===== src/rtl/lut_eval_pkg.sv =====
// Shared types and limits for the LUT evaluation pipeline.
package lut_eval_pkg;

    // Largest supported number of logic inputs (64-entry table).
    localparam int unsigned N_MAX = 6;

    // Controller states: evaluate inputs, or shift in a new truth table.
    typedef enum logic {
        StRun  = 1'b0,
        StLoad = 1'b1
    } state_e;

endpackage


===== src/rtl/pipe_delay.sv =====
// Valid+data delay line of DEPTH register stages; DEPTH=0 is a plain wire.
// A stage's data register only loads alongside a valid, so data_o keeps the
// last delivered value while valid_o is low.
module pipe_delay #(
    parameter int unsigned WIDTH = 1,
    parameter int unsigned DEPTH = 1
) (
    input  logic             clk_i,
    input  logic             rst_i,
    input  logic             valid_i,
    input  logic [WIDTH-1:0] data_i,
    output logic             valid_o,
    output logic [WIDTH-1:0] data_o
);

    if (DEPTH == 0) begin : g_bypass
        assign valid_o = valid_i;
        assign data_o  = data_i;
    end else begin : g_pipe
        for (genvar g = 0; g < DEPTH; g++) begin : g_stage
            logic             v_in;
            logic [WIDTH-1:0] d_in;
            logic             v_q;
            logic [WIDTH-1:0] d_q;

            if (g == 0) begin : g_head
                assign v_in = valid_i;
                assign d_in = data_i;
            end else begin : g_link
                assign v_in = g_stage[g-1].v_q;
                assign d_in = g_stage[g-1].d_q;
            end

            // One shift stage; data moves only with a valid token.
            always_ff @(posedge clk_i) begin
                if (rst_i) begin
                    v_q <= 1'b0;
                    d_q <= '0;
                end else begin
                    v_q <= v_in;
                    if (v_in) begin
                        d_q <= d_in;
                    end
                end
            end
        end

        assign valid_o = g_stage[DEPTH-1].v_q;
        assign data_o  = g_stage[DEPTH-1].d_q;
    end

endmodule


===== src/rtl/lut_eval_pipe.sv =====
// Pipelined N-input lookup-table evaluator with a serially reloadable table.
// Stage 1 does the lookup; pipe_delay adds the remaining LAT-1 stages.
module lut_eval_pipe
    import lut_eval_pkg::*;
#(
    parameter int unsigned     N    = 3,
    parameter int unsigned     LAT  = 2,
    parameter logic [2**N-1:0] INIT = 8'h31
) (
    input  logic            clk,
    input  logic            reset,
    input  logic            cfg_start,
    input  logic            cfg_valid,
    input  logic            cfg_bit,
    output logic            cfg_done,
    input  logic            in_valid,
    output logic            in_ready,
    input  logic [N-1:0]    in_x,
    output logic            out_valid,
    output logic            out_y,
    output logic [2**N-1:0] table_o
);

    localparam int unsigned TblW    = 2**N;
    localparam logic [N:0]  LastIdx = (N+1)'(TblW - 1);

    if (N < 1 || N > N_MAX || LAT < 1 || LAT > 4) begin : g_bad_param
        $error("lut_eval_pipe: N or LAT out of supported range");
    end

    state_e            state_q, state_d;
    logic [TblW-1:0]   table_q, table_d;
    logic [TblW-1:0]   shadow_q, shadow_d;
    logic [N:0]        cnt_q, cnt_d;
    logic              done_q, done_d;
    logic              s1_valid_q;
    logic              s1_y_q;
    logic              accept;

    assign in_ready = (state_q == StRun);
    assign accept   = in_valid & in_ready;
    assign cfg_done = done_q;
    assign table_o  = table_q;

    // Load controller: restart on cfg_start, shift bits in, swap table on the last bit.
    always_comb begin
        state_d  = state_q;
        table_d  = table_q;
        shadow_d = shadow_q;
        cnt_d    = cnt_q;
        done_d   = 1'b0;
        unique case (state_q)
            StRun: begin
                if (cfg_start) begin
                    state_d  = StLoad;
                    cnt_d    = '0;
                    shadow_d = '0;
                end
            end
            StLoad: begin
                // cfg_start wins over a coincident cfg_valid; that bit is dropped.
                if (cfg_start) begin
                    cnt_d    = '0;
                    shadow_d = '0;
                end else if (cfg_valid) begin
                    shadow_d[cnt_q[N-1:0]] = cfg_bit;
                    cnt_d                  = cnt_q + 1'b1;
                    if (cnt_q == LastIdx) begin
                        table_d = shadow_d;
                        state_d = StRun;
                        done_d  = 1'b1;
                    end
                end
            end
            default: state_d = StRun;
        endcase
    end

    // Controller and table registers.
    always_ff @(posedge clk) begin
        if (reset) begin
            state_q  <= StRun;
            table_q  <= INIT;
            shadow_q <= '0;
            cnt_q    <= '0;
            done_q   <= 1'b0;
        end else begin
            state_q  <= state_d;
            table_q  <= table_d;
            shadow_q <= shadow_d;
            cnt_q    <= cnt_d;
            done_q   <= done_d;
        end
    end

    // Stage 1: look up the accepted code in the table active at acceptance.
    always_ff @(posedge clk) begin
        if (reset) begin
            s1_valid_q <= 1'b0;
            s1_y_q     <= 1'b0;
        end else begin
            s1_valid_q <= accept;
            if (accept) begin
                s1_y_q <= table_q[in_x];
            end
        end
    end

    pipe_delay #(
        .WIDTH (1),
        .DEPTH (LAT - 1)
    ) u_delay (
        .clk_i   (clk),
        .rst_i   (reset),
        .valid_i (s1_valid_q),
        .data_i  (s1_y_q),
        .valid_o (out_valid),
        .data_o  (out_y)
    );

endmodule


===== config.mk =====
export PLATFORM = sky130hd
export DESIGN_NAME = lut_eval_pipe
export DESIGN_NICKNAME = d
export VERILOG_FILES = /design/src/rtl/lut_eval_pkg.sv /design/src/rtl/pipe_delay.sv /design/src/rtl/lut_eval_pipe.sv
export SDC_FILE = /design/constraint.sdc
export NUM_CORES = 1
export LEC_CHECK = 0
export ABC_AREA = 1
export BUFFER_PORTS_ARGS = -buffer_cell sky130_fd_sc_hd__buf_2
export CORE_MARGIN = 4
export CORE_UTILIZATION = 54
export CTS_CLUSTER_SIZE = 25
export DETAILED_ROUTE_END_ITERATION = 8
export PLACE_DENSITY = 0.89
export SLEW_MARGIN = 40
export SYNTH_ARGS = -nofsm -noshare
export SYNTH_HDL_FRONTEND = slang
export SYNTH_HIERARCHICAL = 1
export SYNTH_SLANG_ARGS = --single-unit

===== constraint.sdc =====
create_clock -name clk -period 1.6 [get_ports clk]
set_clock_uncertainty 0.2 [all_clocks]
set_input_delay 0.16 -clock clk [delete_from_list [all_inputs] [get_ports clk]]
set_output_delay 0.16 -clock clk [all_outputs]
set_load 0.05 [all_outputs]

Word-level counts from Yosys, hierarchy flattened

Index checks and enable logic that the tools add are counted.

Bits in registers: 26
Bits in latches: 0
RAM bits: 0
ROM bits: 0
Bits of input ports: 9
Output and inout port bits: 12
Logic and storage cells: 43
Memories kept: 0

Add/sub/neg operators: 1
Multipliers: 0
Div/mod/pow operators: 0
Order comparisons: 3
Equal/unequal tests: 3
Shifts and indexed selects: 0
Multiplexer cells: 19
Bitwise logic cells: 4
Reduce and logical (&&, ||, !) cells: 4

Operators with widths:

| kind                  | number |
|---|---|
| $mux W8               | 3 |
| $pmux W8 S2           | 1 |
| $mux W4               | 3 |
| $bwmux W8             | 1 |
| $lt A3 B4 Y1 const B  | 2 |
| $pmux W4 S2           | 1 |
| $mux W1               | 7 |
| $add A4 B1 Y4 const B | 1 |
| $eq A4 B3 Y1 const B  | 1 |
| $reduce_and A4 Y1     | 1 |
| $reduce_or A4 Y1      | 1 |
| $bmux W1 S3           | 1 |
| $demux W1 S3          | 1 |
| $ge A3 B1 Y1 const B  | 1 |
| $ne A3 B3 Y1 const B  | 1 |
| $not A1 Y1            | 3 |
| $ne A2 B2 Y1 const B  | 1 |
| $pmux W1 S2           | 1 |
| $reduce_and A2 Y1     | 1 |
| $and A1 B1 Y1         | 1 |
| $logic_and A1 B1 Y1   | 1 |

Logic depth before layout (Yosys ltp)

Depth after elaboration: 8
Gate-level depth with buffers: 8
Depth with buffers taken out: 8

By module

The synthesis kept the hierarchy.

By module, submodules not included:

| module        | times used | cells each | area each (µm²) | seq. area each (µm²) |
|---|---|---|---|---|
| lut_eval_pipe | 1          | 169        | 1136.1          | 480.5 |
| pipe_delay    | 1          | 10         | 72.6            | 40.0 |

Worst setup path before layout

OpenSTA, ideal clock, no wires.

Path kind: reg2reg
From: reg cnt_q[1]
To: reg table_q[7] (netlist: table_o[7])
Setup time: 0.114 ns
Arrival: 1.132 ns
Required time: 1.286 ns
Slack: 0.154 ns
Stages on the path, launching flop included: 9
Buffers on the path: 0
Clock period less this slack: 1.446 ns
Cells stage by stage: dfxtp_1 > ha_1 > nand2_2 > inv_2 > nand4_4 > clkinv_4 > nand2_1 > nand2_1 > nor2_1

Word-level cells in the longest chain between the ends: 5
Elaborated cells on any way between the ends: 8
Those cells by class: order compare: 2; eq/ne: 1; mux: 3; reduce/logical: 2

Ends and longest elaborated chain:

| item                                                                      | RTL line            | text |
|---|---|---|
| from (decl)                                                               | lut_eval_pipe.sv:34 | `logic [N:0] cnt_q, cnt_d;` |
| from (signal assigned)                                                    | lut_eval_pipe.sv:91 | `cnt_q <= cnt_d;` |
| $lt A3 B4 Y1 (implied by the code) / $ge A3 B1 Y1 (equally long branches) | lut_eval_pipe.sv:66 | `shadow_d[cnt_q[N-1:0]] = cfg_bit;` |
| $logic_and A1 B1 Y1 (implied by the code)                                 | lut_eval_pipe.sv:66 |  |
| $mux W1 (implied by the code)                                             | lut_eval_pipe.sv:66 |  |
| $demux W1 S3                                                              | lut_eval_pipe.sv:66 |  |
| $bwmux W8                                                                 | lut_eval_pipe.sv:66 |  |
| to (signal assigned)                                                      | lut_eval_pipe.sv:89 | `table_q <= table_d;` |
| to (decl)                                                                 | lut_eval_pipe.sv:32 | `logic [TblW-1:0] table_q, table_d;` |

Parallel ways exist; a longest one is shown, timed or not.
A chain may end at the register's enable or synchronous reset.

Worst setup path after layout

From: in reset
To: reg s1_valid_q

RTL lines:

| item                 | RTL line             | text |
|---|---|---|
| from (decl)          | lut_eval_pipe.sv:11  | `input logic reset,` |
| to (signal assigned) | lut_eval_pipe.sv:102 | `s1_valid_q <= accept;` |
| to (decl)            | lut_eval_pipe.sv:36  | `logic s1_valid_q;` |

No word-level cell between the ends.

==> results.json <==
{
  "rrSetupSlack_ps": 100,
  "grt_pass1_vias": 1143,
  "postSynthAreaPerCell_um2": 6.75,
  "crit_fanout": 11,
  "core_area_um2": 2040,
  "nNetsFinal": 221,
  "dieArea_um2": 3060,
  "wire_per_inst_um": 12.2,
  "fin_crit_sh": 0.974,
  "hp-start": "in_x[1]",
  "clkTransAtPathRegs_ps": 130,
  "tns_ps": 0,
  "status": "completed",
  "ant_nets": 0,
  "rows": 16,
  "postCtsSetupBuffers": 0,
  "track_usage": 0.200,
  "cp.arrival_ps": 1580,
  "clock.fmax_ghz": 0.642,
  "cts-root-buf": "clkbuf_4",
  "ys_types": 19,
  "end_kind": "flip-flop",
  "n_fill_cell": 174,
  "synth_top_area_frac": 0.431,
  "fp.dieW_um": 55.3,
  "synth_top_area_cell": "dfxtp_1",
  "stdcell_area_um2": 1460,
  "clk_latency_ps": 310,
  "critPathKind": "in -> reg",
  "ios": 21,
  "fin_util": 0.713,
  "relSlewSlack": 0.795,
  "hp-class": "in -> reg",
  "worstSetupStartpointType": "input pin",
  "max_cap_violations": 0,
  "report.final.slew_viol_count": 0,
  "hold_path_end": "s1_y_q",
  "numCtsBuffers": 3,
  "antenna_found_initial": 1,
  "grt_max_degree": 14,
  "initial_utilization": 0.592,
  "period_minus_slack_ps": 1560,
  "cts_tree": "built",
  "clk_path_buf_depth": 2,
  "yosysSeqAreaShare": 0.431,
  "setup_violations": 0,
  "ys_ff_latch": 26,
  "drc": 0,
  "drive_gt1_frac": 0.201,
  "yosysWarnings": 6,
  "globalplace.congestion": 0.897,
  "power.density_cell_area_nw_per_um2": 717,
  "grt_pass1_wl_um": 4970,
  "drtIter0Drc": 42,
  "worstPathRequired_ps": 1620,
  "overflow": 0,
  "final_hold_viol_count": 0,
  "portBuffers": 20,
  "wirelength_um": 2900,
  "cts.htree.levels": 1,
  "num_vias": 1243,
  "via_per_inst": 5.24,
  "syn_area_um2": 1210,
  "rr_endpoint": "table_o[6]",
  "rr_startpoint": "cnt_q[0]",
  "vdd_drop_max_mv": 0.647,
  "synth_fp_nets": 189,
  "dr.pass1.iters": 5,
  "total_leakage_power_nw": 0.672,
  "rsz0062_at_grt": "no",
  "hold_depth": 5,
  "syn_to_final_growth_pct": 20.4,
  "synth_area_leaders": "dfxtp_1, nand2_1, inv_1",
  "dieHeight_um": 55.3,
  "place_area_um2": 1350,
  "clkSinkCount": 26,
  "synthCells": 179,
  "p_total_mw": 1.04,
  "place_hpwl_um": 2100,
  "worstMarginPinSlew_ps": 304,
  "ff2ff_path_depth": 6
}
==> layout by cell type (no fill, tap or decap), types with 4 or more instances in the layout <==
cell type / synthesis / routed
nand3_1: 16 / 16
dlygate4sd3_1: 0 / 6
buf_2: 0 / 20
inv_1: 27 / 27
nor2_1: 17 / 16
o21ai_0: 10 / 10
nand2_1: 55 / 54
nand2_2: 3 / 4
dfxtp_1: 26 / 24
a21oi_1: 11 / 11
==> layout make-up <==
cell class	instances	area (um2)	area share
multi-input cells	122	581	0.399
repair buffers	28	175	0.120
clock buffers	3	22.5	0.0155
well taps	27	33.8	0.0232
inverters	30	118	0.0808
flip-flops and latches	26	523	0.359
diodes	1	2.50	0.00172
==> routing by layer <==
| layer | track usage | wire length, um | vias up |
|---|---|---|---|
| li1 | - | - | 625 |
| met2 | 0.346 | 1440 | 54 |
| met3 | 0.0210 | 197 | 11 |
| met1 | 0.231 | 1160 | 553 |
| met5 | 0 | 0 | - |
| met4 | 0.132 | 104 | 0 |
==> synth_stat cells <==
cell type  instances
nand2_1           55
inv_1             27
dfxtp_1           26
nor2_1            17
nand3_1           16
a21oi_1           11
o21ai_0           10
nand2_2            3
a21oi_2            2
inv_2              2
nor2_2             2
clkbuf_1           1
clkinv_4           1
ha_1               1
nand4_4            1
o211ai_1           1
o21a_1             1
o21ai_1            1
o21ai_2            1
==> power breakdown <==
group / switching, mW / leakage [nW] / internal [mW]
logic: 0.0786 / 0.446 / 0.0395
registers: 0.00660 / 0.212 / 0.657
clock network: 0.173 / 0.0138 / 0.0882
==> worst max-delay path: stages <==
cell and delay (ps):
dlygate4sd3_1 540, buf_2 250, nor2_1 70, dlygate4sd3_1 550
==> repair_timing <==
action / 4_1_cts / 5_1_grt
endpoints found under the setup margin: 0 / 10
hold endpoints to repair: 12 / 0
gates resized for setup: 0 / 6
hold buffers: 6 / 0
==> through the flow <==
stage	hold WS, ps	setup slack [ps]	std cells
2_1_floorplan	22.4	154	179
3_3_place_gp	200	134	227
3_5_place_dp	221	57.8	227
4_1_cts	31.7	30.8	236
5_1_grt	85.6	0.300	237
6_report	46.2	41.3	237
==> registers in the layout, indices dropped and copies added, names as in the netlist <==
| name | count |
|---|---|
| shadow_q | 8 |
| cnt_q | 4 |
| s1_y_q | 1 |
| table_o | 8 |
| cfg_done | 1 |
| s1_valid_q | 1 |
| state_q | 1 |
| u_delay/data_o | 1 |
| u_delay/valid_o | 1 |
==> worst max-delay path by stage <==
stage | from | to | slack, ps | cells past startpoint
2_1_floorplan | cnt_q[1] | table_o[7] | 150 | 8
3_3_place_gp | cnt_q[0] | table_o[7] | 130 | 8
3_5_place_dp | cnt_q[0] | table_o[7] | 60 | 8
4_1_cts | cnt_q[0] | table_o[6] | 30 | 6
5_1_grt | cfg_start | cnt_q[0] | 0.3 | 7
6_report | reset | s1_valid_q | 40 | 4
==> cells by family after synthesis <==
kind of cell | count (synthesis) | share of synthesized area
adder cells (fa/ha/maj) | 1 | 0.0104
AO/OA/AOI/OAI | 27 | 0.125
AND/OR/NAND/NOR | 94 | 0.333
buffers and inverters | 31 | 0.100
flip-flops | 26 | 0.431
Note: power is estimated with default switching activity, not from simulation.
